### config.mk
export PLATFORM = sky130hd
export DESIGN_NAME = data_mem_ctrl_flat
export DESIGN_NICKNAME = d
export VERILOG_FILES = /design/src/rtl/data_mem_if.sv /design/src/rtl/data_mem_ctrl.sv /design/src/flat_wrapper.sv
export SDC_FILE = /design/constraint.sdc
export NUM_CORES = 2
export LEC_CHECK = 0
export BUFFER_PORTS_ARGS = -buffer_cell sky130_fd_sc_hd__buf_4
export CORE_ASPECT_RATIO = 0.5
export CORE_MARGIN = 1.5
export CORE_UTILIZATION = 35
export DETAILED_ROUTE_END_ITERATION = 10
export PLACE_DENSITY_LB_ADDON = 0.25
export SETUP_SLACK_MARGIN = 0.5
export SLEW_MARGIN = 10
export SYNTH_ARGS = -nofsm -noshare
export SYNTH_HDL_FRONTEND = slang
export SYNTH_SLANG_ARGS = --single-unit
### constraint.sdc
create_clock -name clk -period 9.9 [get_ports clk]
set_input_delay 1.98 -clock clk [delete_from_list [all_inputs] [get_ports clk]]
set_output_delay 1.98 -clock clk [all_outputs]
set_load 0.02 [all_outputs]
### src/rtl/data_mem_if.sv
// Request/response bundle between the MEM stage and the data memory.
// One request per cycle, load data returned one cycle later.
interface data_mem_if #(
  parameter int ADDR_W = 32
);
  logic              req;
  logic              we;
  logic [ADDR_W-1:0] addr;
  logic [1:0]        size;
  logic              uns;
  logic [31:0]       wdata;
  logic              ready;
  logic              rvalid;
  logic [31:0]       rdata;
  logic              err;

  modport master (
    output req, we, addr, size, uns, wdata,
    input  ready, rvalid, rdata, err
  );

  modport slave (
    input  req, we, addr, size, uns, wdata,
    output ready, rvalid, rdata, err
  );
endinterface

### src/rtl/data_mem_ctrl.sv
// MEM-stage data memory: byte/half/word access, sign/zero extension,
// registered read, fault pulses and a post-reset init sweep.
module data_mem_ctrl #(
  parameter int DEPTH     = 64,
  parameter int ADDR_W    = 32,
  parameter int INIT_MODE = 1
) (
  input logic       clk,
  input logic       rst_n,
  data_mem_if.slave bus
);
  localparam int AW = $clog2(DEPTH);
  localparam logic [ADDR_W:0] LIMIT = (ADDR_W+1)'(4 * DEPTH);

  typedef enum logic {INIT, IDLE} state_t;

  state_t          state;
  logic [AW-1:0]   ptr;
  logic [31:0]     mem [DEPTH];

  logic [AW-1:0]   idx;
  logic [1:0]      lane;
  logic [ADDR_W:0] addr_x;
  logic            fault;
  logic            acc;
  logic            st;
  logic            ld;
  logic [3:0]      be;
  logic [31:0]     wd;
  logic [31:0]     word;
  logic [31:0]     sh;
  logic [31:0]     ext;
  logic [31:0]     init_val;

  assign idx    = bus.addr[AW+1:2];
  assign lane   = bus.addr[1:0];
  assign addr_x = {1'b0, bus.addr};
  assign acc    = bus.ready & bus.req;
  assign st     = acc & bus.we & ~fault;
  assign ld     = acc & ~bus.we & ~fault;
  assign init_val = (INIT_MODE != 0) ? 32'(ptr) : 32'd0;

  always_comb begin
    fault = 1'b0;
    unique case (1'b1)
      bus.size == 2'b11: fault = 1'b1;
      bus.size == 2'b01: fault = lane[0];
      bus.size == 2'b10: fault = |lane;
      default:           fault = 1'b0;
    endcase
    if (addr_x >= LIMIT) fault = 1'b1;
  end

  // Replicate store data across lanes so the byte enables pick the slice.
  always_comb begin
    be = 4'b1111;
    wd = bus.wdata;
    unique case (1'b1)
      bus.size == 2'b00: begin
        be = 4'b0001 << lane;
        wd = {4{bus.wdata[7:0]}};
      end
      bus.size == 2'b01: begin
        be = lane[1] ? 4'b1100 : 4'b0011;
        wd = {2{bus.wdata[15:0]}};
      end
      default: begin
        be = 4'b1111;
        wd = bus.wdata;
      end
    endcase
  end

  assign word = mem[idx];
  assign sh   = word >> {lane, 3'b000};

  always_comb begin
    ext = word;
    unique case (1'b1)
      bus.size == 2'b00:
        ext = {{24{~bus.uns & sh[7]}}, sh[7:0]};
      bus.size == 2'b01:
        ext = {{16{~bus.uns & sh[15]}}, sh[15:0]};
      default:
        ext = word;
    endcase
  end

  always_ff @(posedge clk) begin
    if (state == INIT) begin
      mem[ptr] <= init_val;
    end else if (st) begin
      for (int l = 0; l < 4; l++) begin
        if (be[l]) mem[idx][8*l +: 8] <= wd[8*l +: 8];
      end
    end
  end

  always_ff @(posedge clk or negedge rst_n) begin
    if (!rst_n) begin
      state      <= INIT;
      ptr        <= '0;
      bus.ready  <= 1'b0;
      bus.rvalid <= 1'b0;
      bus.rdata  <= '0;
      bus.err    <= 1'b0;
    end else begin
      bus.rvalid <= 1'b0;
      bus.err    <= 1'b0;
      unique case (state)
        INIT: begin
          ptr <= ptr + 1'b1;
          if (ptr == AW'(DEPTH - 1)) begin
            state     <= IDLE;
            bus.ready <= 1'b1;
          end
        end
        IDLE: begin
          bus.ready <= 1'b1;
          bus.err   <= acc & fault;
          if (ld) begin
            bus.rvalid <= 1'b1;
            bus.rdata  <= ext;
          end
        end
        default: state <= INIT;
      endcase
    end
  end
endmodule

### src/flat_wrapper.sv
// flat-port wrapper written by rule: the top's interface ports become plain ports
module data_mem_ctrl_flat 
#(
  parameter int DEPTH     = 64,
  parameter int ADDR_W    = 32,
  parameter int INIT_MODE = 1
)
  (clk, rst_n, bus_req, bus_we, bus_addr, bus_size, bus_uns, bus_wdata, bus_ready, bus_rvalid, bus_rdata, bus_err);
  data_mem_if #(.ADDR_W(ADDR_W)) bus_i ();
  input logic clk;
  input logic rst_n;
  input wire logic [$bits(bus_i.req)-1:0] bus_req;
  input wire logic [$bits(bus_i.we)-1:0] bus_we;
  input wire logic [$bits(bus_i.addr)-1:0] bus_addr;
  input wire logic [$bits(bus_i.size)-1:0] bus_size;
  input wire logic [$bits(bus_i.uns)-1:0] bus_uns;
  input wire logic [$bits(bus_i.wdata)-1:0] bus_wdata;
  output wire logic [$bits(bus_i.ready)-1:0] bus_ready;
  output wire logic [$bits(bus_i.rvalid)-1:0] bus_rvalid;
  output wire logic [$bits(bus_i.rdata)-1:0] bus_rdata;
  output wire logic [$bits(bus_i.err)-1:0] bus_err;
  assign bus_i.req = bus_req;
  assign bus_i.we = bus_we;
  assign bus_i.addr = bus_addr;
  assign bus_i.size = bus_size;
  assign bus_i.uns = bus_uns;
  assign bus_i.wdata = bus_wdata;
  assign bus_ready = bus_i.ready;
  assign bus_rvalid = bus_i.rvalid;
  assign bus_rdata = bus_i.rdata;
  assign bus_err = bus_i.err;
  data_mem_ctrl #(.DEPTH(DEPTH), .ADDR_W(ADDR_W), .INIT_MODE(INIT_MODE)) u_core (.clk(clk), .rst_n(rst_n), .bus(bus_i));
endmodule
; After elaboration in Yosys (flattened, before gate mapping)
; Memory sizes are Yosys's and may differ from the RTL's.
; Cells that the tools add are included.
[word_totals]
n_memories = 1
register_bits = 42
latch_bits = 0
ram_bits = 2048
rom_bits = 0
elab_cells = 65
[op_classes]
div = 0
mux = 33
n_reduce_logical = 4
magnitude_cmp = 1
n_bitwise = 12
addsub = 1
eq_ne = 5
shift = 2
multipliers = 0
[memory_table]
columns = memory, depth, word_bits, rd, rd_ports_with_merged_regs, wr, line_no
row1 = u_core.mem, 64, 32, 1, 0, 1, data_mem_ctrl.sv:19  ; logic [31:0] mem [DEPTH];
[op_table]
columns = cell, n
row1 = one-hot mux 32 bit (2 select lines), 2
row2 = greater-or-equal comparator 32 x 9 -> 1 bit (second input constant), 1
row3 = two-way mux 32 bit, 1
row4 = OR reduction 32 bit, 1
row5 = >> shifter 32 x 5 -> 16 bit, 1
row6 = two-way mux 1 bit, 24
row7 = bitwise AND 1 bit, 8
row8 = two-way mux 4 bit, 2
row9 = one-hot mux 4 bit (2 select lines), 1
row10 = adder 6 x 1 -> 6 bit (second input constant), 1
row11 = == test 6 bit (second input constant), 1
row12 = two-way mux 6 bit, 1
row13 = == test 2 bit (second input constant), 2
row14 = NOT 1 bit, 4
row15 = left shift 1 x 2 -> 4 bit (first input constant), 1
row16 = one-hot mux 1 bit (3 select lines), 1
row17 = == test 2 x 1 -> 1 bit (second input constant), 1
row18 = zero test 2 bit, 1
row19 = inequality test 2 bit (second input constant), 1
row20 = one-hot mux 1 bit (2 select lines), 1
row21 = AND reduction 2 bit, 1
row22 = OR reduction 2 bit, 1

; Depth between registers and ports, before layout
[logic_depth]
depth_word = 10
mapped_depth = 15
ltp_nobuf = 8

; Worst setup path before layout
; Ideal clock, no wire load.
[synth_path]
kind = input to register
from = input port bus_size[1]
to = memory u_core.mem[0][12], data pin
required_ps = 9352
setup_slack_ps = 4298
arrival_ps = 5054
path_buffers = 3
path_stages = 8
cell_sequence = clkbuf_1 -> a21oi_1 -> o211ai_1 -> nor2_1 -> nand3_1 -> clkbuf_1 -> buf_1 -> a21oi_1
[synth_via]
elab_chain_cells = 10
[synth_lines]
columns = element, line_no
row1 = start: declaration, flat_wrapper.sv:15  ; input wire logic [$bits(bus_i.size)-1:0] bus_size;
row2 = == test 2 bit (tied with other cells), data_mem_ctrl.sv:48  ; bus.size == 2'b10: fault = |lane;
row3 = one-hot mux 1 bit (3 select lines), data_mem_ctrl.sv:45  ; unique case (1'b1)
row4 = two-way mux 1 bit, data_mem_ctrl.sv:51  ; if (addr_x >= LIMIT) fault = 1'b1;
row5 = NOT 1 bit, data_mem_ctrl.sv:39  ; assign st = acc & bus.we & ~fault;
row6 = bitwise AND 1 bit, data_mem_ctrl.sv:39
row7 = two-way mux 1 bit, data_mem_ctrl.sv:92  ; end else if (st) begin
row8 = two-way mux 1 bit, data_mem_ctrl.sv:90  ; if (state == INIT) begin
row9 = two-way mux 1 bit (not written as such), data_mem_ctrl.sv:94  ; if (be[l]) mem[idx][8*l +: 8] <= wd[8*l +: 8];
row10 = OR reduction 32 bit (no source line), --
row11 = two-way mux 32 bit (no source line) (*), --
row12 = end: declaration, data_mem_ctrl.sv:19
; Mark *: on every way between the ends. The rest lies on a longest branch, timed or not.

; Final worst setup path
[layout_path]
from = input port bus_size[1]
to = memory u_core.mem[25][7] (enable)
[layout_via]
elab_chain_cells = 10
[layout_lines]
columns = element, line_no
row1 = == test 2 bit (tied with other cells), data_mem_ctrl.sv:48
row2 = one-hot mux 1 bit (3 select lines), data_mem_ctrl.sv:45
row3 = two-way mux 1 bit, data_mem_ctrl.sv:51
row4 = NOT 1 bit, data_mem_ctrl.sv:39
row5 = bitwise AND 1 bit, data_mem_ctrl.sv:39
row6 = two-way mux 1 bit, data_mem_ctrl.sv:92
row7 = two-way mux 1 bit, data_mem_ctrl.sv:90
row8 = two-way mux 1 bit (not written as such), data_mem_ctrl.sv:94
row9 = OR reduction 32 bit (no source line), --
row10 = two-way mux 6 bit (no source line) / two-way mux 4 bit (equally long branches), --
; Several ways; a longest one is shown, not always the timed one.

==> impl_metrics.env <==
export IMPL_outcome="finished clean"
export IMPL_synth_largest_area_cell="edfxtp_1"
export IMPL_irDropWorstVdd_mv=0.195
export IMPL_max_stage_delay_ns=0.88
export IMPL_final_cell_mix="2048 x edfxtp_1, 469 x mux4_2, 331 x nor2_1"
export IMPL_first_global_vias=42900
export IMPL_firstDrtPassIters=6
export IMPL_period_minus_slack_ns=6.44
export IMPL_drt_initial_drc_count=6314
export IMPL_worstHoldPathCells=1
export IMPL_finClkSkew_ns=0.0344
export IMPL_synth_top_area_share_pct=74.4
export IMPL_drive_gt1_share_pct=23.9
export IMPL_clockRootBuffer="clkbuf_16"
export IMPL_crit_family="simple AND/OR/NAND/NOR gates"
export IMPL_fmax_mhz=155
export IMPL_clk_latency_ns=0.84
export IMPL_avgSynthCellArea_um2=20.1
export IMPL_synthToLayoutAreaGrowth_pct=13.2
export IMPL_cts_max_path_buffers=3
export IMPL_rows=125
export IMPL_setup_violations=0
export IMPL_h_tree_depth=4
export IMPL_die_area_um2=239000
export IMPL_placed_cells=7183
export IMPL_async_reset_ff_share_pct=2.01
export IMPL_ys_seq_elements=2090
export IMPL_portBuffers=105
export IMPL_clock_sinks=2090
export IMPL_setup_tns_ns=0
export IMPL_fp_dieH_um=347
export IMPL_ys_flop_type="edfxtp_1"
export IMPL_grt_pass1_wl_um=345000
export IMPL_whs_ns=0.521
export IMPL_synth_cell_type_count=88
export IMPL_die_w_um=690
export IMPL_timing_max_cap_violations=0
export IMPL_yosysSeqAreaShare_pct=75.7
export IMPL_fin_ws_ns=3.46
export IMPL_synth_edf_count=2048
export IMPL_relSlewSlack_pct=11.0
export IMPL_nFillCells=20500
export IMPL_drt_wirelength_per_cell_um=33.1
export IMPL_syn_area_um2=82600
export IMPL_hold_path_class="reg2reg"
export IMPL_worstPathArrival_ns=6.91
export IMPL_cp_num_buf_inv=2
export IMPL_nets=4337
export IMPL_grt_max_degree=85
export IMPL_grt_usage_pct=20.5
export IMPL_crit_chain="buf_4 -> a21oi_1 -> o211ai_1 -> nor2_1 -> nand3_4 -> buf_4 -> nand3_1 -> o21ai_1 -> nand2_1 -> nor2_1"
export IMPL_ys_warnings_count=0
export IMPL_total_power_mw=17.9
export IMPL_synth_cells=4104
export IMPL_fin_crit_sh_pct=65.0
export IMPL_ios=106
export IMPL_cp_end_kind="flop"
export IMPL_antenna_found_initial=10
export IMPL_layout_commonest_cell="edfxtp_1"
export IMPL_path_depth=10
export IMPL_ant_nets=0
export IMPL_grt_overflow=0
export IMPL_routed_via_density=5.81
export IMPL_synth_fp_nets=4176
export IMPL_start_util_pct=35.4
export IMPL_num_vias=43900
export IMPL_synthTopCellsByArea="edfxtp_1 74%, mux4_2 13%, mux2i_1 1.8%"
export IMPL_path_clk_slew_ns=0.07
export IMPL_worst_pin_slew_ns=1.33
export IMPL_core_area_um2=234000
export IMPL_postCtsHoldBufs=0
export IMPL_path_class="in2reg"
export IMPL_hold_viol=0
export IMPL_cp_slowest_cell="nand2_1"
export IMPL_cts_buffers=191
export IMPL_layout_cells_non_filler=7545
export IMPL_cp_start_kind="input port"
export IMPL_drc=0
export IMPL_totalWireLength_um=250000
export IMPL_power_density_nw_per_um2=192
export IMPL_post_cts_setup_buffers=0
export IMPL_place_hpwl_um=159000
export IMPL_cts_tree="yes"
export IMPL_pre_cts_slack_ns=2.76
export IMPL_slew_violations=0
export IMPL_leakage_nw=25.0
export IMPL_crit_fanout=64
export IMPL_cts_resized=0
export IMPL_rsz0062_at_grt="no"
export IMPL_worstPathRequired_ns=10.37
export IMPL_r2r_cells=7
export IMPL_gp_congestion=0.908
## per-stage QoR
step                utilization, %  instance area, um^2
floorplan                        -                82600
global placement              37.3                87000
detailed placement            37.3                87000
CTS                           40.0                93500
global route                  40.0                93500
finish                        40.0                93500
## worst paths after layout
path / from / end / slack (ns)
hold reg to reg: u_core.bus.rdata[2] / u_core.bus.rdata[2] / 0.52
setup reg to reg: u_core.state / u_core.mem[25][7] / 4.77
max in group asynchronous: rst_n / u_core.bus.rdata[8] / 8.25
hold / removal: u_core.bus.rdata[2] / u_core.bus.rdata[2] / 0.52
setup / recovery: bus_size[1] / u_core.mem[25][7] / 3.46
min in group asynchronous: rst_n / u_core.bus.rvalid / 1.14
## state kept, by name, summed over array words and instances, names as in the netlist
register           count
u_core.mem          2048
u_core.bus.rdata      32
u_core.ptr             6
u_core.bus.err         1
u_core.bus.ready       1
u_core.bus.rvalid      1
u_core.state           1
## per-layer routing
| metal | track usage (%) | up-vias | part of all wire (%) |
|---|---|---|---|
| li1 | - | 17400 | - |
| met1 | 29.4 | 23600 | 42 |
| met2 | 30.4 | 2537 | 44 |
| met3 | 4.69 | 425 | 9.6 |
| met4 | 7.71 | 2 | 4.1 |
| met5 | 0 | - | 0.0052 |
## worst reg2reg max path, stage by stage, from the launching register on
cell and delay [ns]:
dfrtp_1 0.68, and3_1 0.41, nand3_4 0.57, buf_4 0.55
nand3_1 0.16, o21ai_1 0.73, nand2_1 0.88, nor2_1 0.79
## area by class of cell
| class | count | area, um^2 | share of cell area [%] |
|---|---|---|---|
| well taps | 3111 | 3890 | 4.16 |
| repair buffers | 210 | 1690 | 1.80 |
| clock inverters | 133 | 1470 | 1.57 |
| inverters | 9 | 33.8 | 0.0361 |
| clock buffers | 224 | 5000 | 5.34 |
| flip-flops and latches | 2090 | 62600 | 66.9 |
| diodes | 5 | 12.5 | 0.0134 |
| multi-input cells | 1763 | 18900 | 20.2 |
## power by group
group,switching (mW),internal (mW),total (mW)
Combinational,0.444,0.204,0.648
Sequential,0,9.56,9.56
Clock,3.33,4.38,7.70
## cells in the mapped netlist (28+ instances only)
cell type and number:
a21oi_1 97, a22oi_1 80, buf_2 59, buf_4 35, clkbuf_1 91, dfrtp_1 42, edfxtp_1 2048, mux2i_1 146
mux4_2 469, nand2_1 151, nand3_1 44, nor2_1 352, nor3_1 29, o221ai_1 28, o22ai_1 51
## cell families (layout without fill, tap and decap cells)
logic type,count (synthesis),after routing,share of synthesized area [%]
XOR/XNOR,5,5,0.0530
buffers and inverters,251,576,1.97
multiplexers,632,632,14.9
AO/OA/AOI/OAI,447,447,3.84
other,0,5,0
flip-flops,2090,2090,75.7
AND/OR/NAND/NOR,678,678,3.56
adder cells (fa/ha/maj),1,1,0.0151
Power figures use the tool's default switching activity.
